$ cat src/rtl/seg_scan_controller.sv
// Scan controller for a multiplexed common-segment display: one shared 3-bit decoder,
// one-hot digit enables with a dark gap before each slot, double-buffered code bank.
module seg_scan_controller #(
  parameter int unsigned NUM_DIGITS   = 4,
  parameter int unsigned PRESCALE     = 50000,
  parameter int unsigned BLANK_CYCLES = 16
) (
  input  logic                    clk,
  input  logic                    reset,
  input  logic                    enable,
  input  logic [3*NUM_DIGITS-1:0] codes,
  input  logic                    load,
  input  logic [NUM_DIGITS-1:0]   blank_mask,
  output logic [2:0]              code_out,
  output logic [NUM_DIGITS-1:0]   digit_en,
  output logic                    frame_done,
  output logic                    busy
);

  localparam int unsigned CMAX = (PRESCALE > BLANK_CYCLES) ? PRESCALE : BLANK_CYCLES;
  localparam int unsigned CW   = $clog2(CMAX + 1);
  localparam int unsigned IW   = $clog2(NUM_DIGITS);

  localparam logic [CW-1:0] P_LAST = CW'(PRESCALE - 1);
  localparam logic [CW-1:0] B_LAST = CW'(BLANK_CYCLES - 1);
  localparam logic [IW-1:0] I_LAST = IW'(NUM_DIGITS - 1);

  typedef enum logic [1:0] {
    IDLE,
    BLANK,
    SHOW
  } state_t;

  state_t                  state, state_n;
  logic [IW-1:0]           idx, idx_n;
  logic [CW-1:0]           cnt, cnt_n;
  logic [3*NUM_DIGITS-1:0] active, active_n;
  logic [3*NUM_DIGITS-1:0] pending, pending_n;
  logic                    pend_valid, pend_valid_n;
  logic [2:0]              code_n;
  logic [NUM_DIGITS-1:0]   digit_en_n;
  logic                    frame_done_n;
  logic                    busy_n;
  logic                    wrap;

  always_ff @(posedge clk) begin
    if (reset) begin
      state      <= IDLE;
      idx        <= '0;
      cnt        <= '0;
      active     <= '0;
      pending    <= '0;
      pend_valid <= 1'b0;
      code_out   <= '0;
      digit_en   <= '0;
      frame_done <= 1'b0;
      busy       <= 1'b0;
    end else begin
      state      <= state_n;
      idx        <= idx_n;
      cnt        <= cnt_n;
      active     <= active_n;
      pending    <= pending_n;
      pend_valid <= pend_valid_n;
      code_out   <= code_n;
      digit_en   <= digit_en_n;
      frame_done <= frame_done_n;
      busy       <= busy_n;
    end
  end

  always_comb begin
    state_n      = state;
    idx_n        = idx;
    cnt_n        = cnt;
    active_n     = active;
    pending_n    = pending;
    pend_valid_n = pend_valid;
    code_n       = code_out;
    digit_en_n   = '0;
    frame_done_n = 1'b0;
    busy_n       = 1'b0;

    wrap = (state == SHOW) && enable && (cnt == P_LAST) && (idx == I_LAST);

    case (state)
      IDLE: begin
        if (enable) begin
          state_n = BLANK;
          idx_n   = '0;
          cnt_n   = '0;
        end
      end
      BLANK: begin
        if (!enable) begin
          state_n = IDLE;
          idx_n   = '0;
          cnt_n   = '0;
        end else if (cnt == B_LAST) begin
          state_n = SHOW;
          cnt_n   = '0;
        end else begin
          cnt_n = cnt + CW'(1);
        end
      end
      SHOW: begin
        if (!enable) begin
          state_n = IDLE;
          idx_n   = '0;
          cnt_n   = '0;
        end else if (cnt == P_LAST) begin
          state_n = BLANK;
          cnt_n   = '0;
          idx_n   = (idx == I_LAST) ? '0 : idx + IW'(1);
        end else begin
          cnt_n = cnt + CW'(1);
        end
      end
      default: begin
        state_n = IDLE;
        idx_n   = '0;
        cnt_n   = '0;
      end
    endcase

    // Active bank only moves while idle or on the frame wrap; a load on the wrap beats pending.
    if (state == IDLE) begin
      if (load) begin
        active_n     = codes;
        pend_valid_n = 1'b0;
      end
    end else if (wrap) begin
      if (load) begin
        active_n     = codes;
        pend_valid_n = 1'b0;
      end else if (pend_valid) begin
        active_n     = pending;
        pend_valid_n = 1'b0;
      end
    end else if (load) begin
      pending_n    = codes;
      pend_valid_n = 1'b1;
    end

    // Code is presented on entry to BLANK so the decoder settles while dark.
    if ((state_n == BLANK) && (state != BLANK)) begin
      for (int unsigned i = 0; i < NUM_DIGITS; i++) begin
        if (idx_n == IW'(i)) code_n = active_n[3*i +: 3];
      end
    end

    if (state_n == SHOW) begin
      for (int unsigned i = 0; i < NUM_DIGITS; i++) begin
        digit_en_n[i] = (idx_n == IW'(i)) && !blank_mask[i];
      end
    end

    frame_done_n = (state_n == SHOW) && (cnt_n == P_LAST) && (idx_n == I_LAST);
    busy_n       = (state_n != IDLE);
  end

endmodule

$ cat config.mk
export PLATFORM = sky130hd
export DESIGN_NAME = seg_scan_controller
export DESIGN_NICKNAME = d
export VERILOG_FILES = /design/src/rtl/seg_scan_controller.sv
export SDC_FILE = /design/constraint.sdc
export NUM_CORES = 1
export LEC_CHECK = 0
export BUFFER_PORTS_ARGS = -buffer_cell sky130_fd_sc_hd__clkbuf_2
export CAP_MARGIN = 5
export CORE_MARGIN = 2
export CORE_UTILIZATION = 55
export CTS_CLUSTER_DIAMETER = 50
export DETAILED_ROUTE_END_ITERATION = 7
export GPL_TIMING_DRIVEN = 0
export PLACE_DENSITY = 0.84
export SLEW_MARGIN = 40
export SYNTH_ARGS = -nofsm -noshare
export SYNTH_HDL_FRONTEND = slang
export SYNTH_SLANG_ARGS = --single-unit
$ cat constraint.sdc
create_clock -name clk -period 4.2 [get_ports clk]
set_input_delay 0 -clock clk [delete_from_list [all_inputs] [get_ports clk]]
set_output_delay 0 -clock clk [all_outputs]
set_load 0.02 [all_outputs]
==> run_results.csv <==
group,metric,value,unit
outcome,outcome,"completed",
route,post_drt_wl_per_cell,16.7,um
route,drcViolationCount,0,
critical_path,reg2reg_from,"cnt[7]",
min_path,min_path_cells,3,
global_routing,grt_pass1_vias,2749,
cts,max-clock-path-buffers,2,
cts,cts_root_buffer,"clkbuf_8",
logic_synthesis,ys_seq_area_frac,0.371,
layout,area_delta_synth_final,17.2,%
min_path,hp-class,"in -> reg",
global_routing,grt_overflow,0,
global_routing,grt_usage,0.271,
sta,rsz0062_at_grt,"no",
die,pin_count,29,
logic_synthesis,yosys.area_share.simple,0.311,
global_routing,grt_start_max_net_pins,19,
route,wl,7900,um
sta,tns,0,ns
critical_path,cp-start-kind,"register",
die,die_w,76.8,um
die,start_util,0.570,
die,dieArea,5890,um2
sta,period_needed,3.27,ns
critical_path,slowest_delay,0.61,ns
critical_path,cp_cell_sequence,"or4_4, nor4_4, a221o_1, clkbuf_1, nand3_1, or4_1, nor4_2",
sta,fmax,305,MHz
sta,period_share,0.779,
critical_path,worstPathMaxFanout,9,
logic_synthesis,ys_types,55,
critical_path,critPathCaptureType,"register",
cts,cts_tree,"built",
logic_synthesis,synth_edf_count,0,
global_routing,grt_pass1_wl,12900,um
critical_path,crit_type,"reg -> reg",
layout,final_layout_size_suffix_gt1_frac,0.114,
cts,postCtsSetupBuffers,0,
logic_synthesis,synth_compound_area_frac,0.205,
placement,dp_cells,450,
logic_synthesis,synth_top_family_by_area,"simple AND/OR/NAND/NOR gates",
flow_run,maxCapViolations,0,
placement,portBuffers,27,
power_and_ir_drop,power_density,300,nW/um2
layout,fin_nets,425,
logic_synthesis,synth.mux.area_fraction,0.0589,
critical_path,crit_path_top_delay_cell,"or4_4",
cts,ctsHtreeMaxLevel,2,
layout,antenna_cells,0,
route,vias,2963,
placement,place_congestion,0.956,
route,viasPerCell,6.25,
min_path,min_from,"load",
critical_path,cp_data_required_time,4.44,ns
power_and_ir_drop,total_power,1.02,mW
logic_synthesis,synth_xor_area_frac,0.00301,
logic_synthesis,async_flop_share,0,
die,row_count,26,
logic_synthesis,synth_seq_cells,54,
placement,dpl-instance-area,3130,um2
route,antenna_left,0,
logic_synthesis,syn_area,2910,um2
critical_path,crit_arrival,3.51,ns
power_and_ir_drop,p_leak,1.32,nW
sta,drv_slew,0,
power_and_ir_drop,ir_worst_vdd,0.138,mV
critical_path,reg2reg_depth,7,
logic_synthesis,synth_ff_type,"dfxtp_1",
die,core-area,5110,um2
sta,max_slew.worst_pin.slew,0.856,ns
sta,finalClockSkew,0.00565,ns
min_path,hold_end,"pend_valid",
sta,whs,0.0246,ns
sta,relSlewSlack,0.428,
layout,design_area,3410,um2
cts,clk_pin_slew,0.11,ns
placement,dp_hpwl,5390,um
sta,setup_viol_count_final,0,
critical_path,reg2reg_to,"frame_done",
die,die_y,76.8,um
layout,instances_no_fill,474,
cts,cts_resized,0,
logic_synthesis,synth_warnings,0,
critical_path,rrSetupSlack,0.93,ns
logic_synthesis,syn_nets,375,
route,drtPass1Iterations,5,
logic_synthesis,synthAdderAreaFrac,0.00859,
logic_synthesis,syn_area_per_cell,8.25,um2
logic_synthesis,syn_inst,353,
cts,clock-sinks,54,
global_routing,antenna_found_initial,0,
cts,numCtsBuffers,5,
route,drtIter0Drc,233,
cts,clock_insertion_delay_worst_skew,0.32,ns
sta,hold_violations,0,
==> critical path: cells and delay by family, from the launching register on <==
kind	cells	cell delay, ns
buf+inv	1	0.30
simple gates	5	2.28
flops	1	0.40
compound gates	1	0.23
==> kinds of logic after synthesis <==
family | count (synthesis)
multiplexers | 17
AND/OR/NAND/NOR | 166
buffers and inverters | 31
XOR/XNOR | 1
adder cells (fa/ha/maj) | 2
AO/OA/AOI/OAI | 82
flip-flops | 54
==> cell usage in the layout (no fill, tap or decap), types with 5 or more instances in the layout <==
master,count
dfxtp_1,54
nor2_1,38
nand2_1,31
clkbuf_1,28
clkbuf_2,27
nor2b_1,25
a21oi_1,20
mux2i_1,16
dlygate4sd3_1,16
nand4_1,13
a221o_1,13
o21ai_0,13
nand3_1,11
nor3_1,10
or3_1,6
and3_1,5
clkbuf_8,5
==> per-stage QoR <==
stage	setup WS, ns	util
floorplan	1.30	-
global placement	0.991	0.614
detailed placement	0.979	0.614
CTS	0.951	0.668
global route	0.763	0.668
finish	0.927	0.668
==> flip-flops by register name, indices dropped and copies added (netlist names) <==
signal	cells
cnt	16
active	12
pending	12
digit_en	4
code_out	3
idx	2
state	2
busy	1
frame_done	1
pend_valid	1
==> layer usage <==
metal  up-vias  track usage  wire length [um]
met5         -            0                 0
met2       138        0.461              3690
met3        18       0.0447               588
li1       1399            -                 -
met4         0        0.111               186
met1      1408        0.340              3430
==> synth_stat cells, types with 5 or more instances <==
master,number,area (um2)
o21ai_0,13,65.1
and3_1,5,31.3
nor2b_1,25,156
a221o_1,13,130
nand2_1,31,116
nor2_1,38,143
clkbuf_1,28,105
nand3_1,11,55.1
nand4_1,13,81.3
dfxtp_1,54,1080
or3_1,6,37.5
nor3_1,10,50.1
mux2i_1,16,160
a21oi_1,20,100
==> worst max path at each step <==
stage | end | from | slack [ns]
after global routing | frame_done | cnt[10] | 0.76
after CTS | frame_done | cnt[10] | 0.95
final | frame_done | cnt[7] | 0.93
after floorplan | frame_done | cnt[10] | 1.30
after detailed placement | frame_done | cnt[10] | 0.98
after global placement | frame_done | cnt[7] | 0.99
==> where the power goes <==
group          internal (mW)  switching [mW]  total (mW)
clock network          0.182           0.190       0.372
registers              0.527         0.00695       0.534
logic                 0.0506          0.0677       0.118
total                  0.759           0.264        1.02
==> final cells by class <==
type	count	area, um2
buffer	29	116
fill	414	1700
timing repair buffer	43	295
tap	70	87.6
inverter	2	7.51
multi-input combinational	268	1710
sequential	54	1080
clock inverter	3	48.8
clock buffer	5	68.8
==> timing repair <==
action                     in CTS  in global routing
setup endpoints to repair       0                  0
hold endpoints to repair       16                  0
hold buffers                   16                  0
Note: power is estimated with default switching activity, not from simulation.
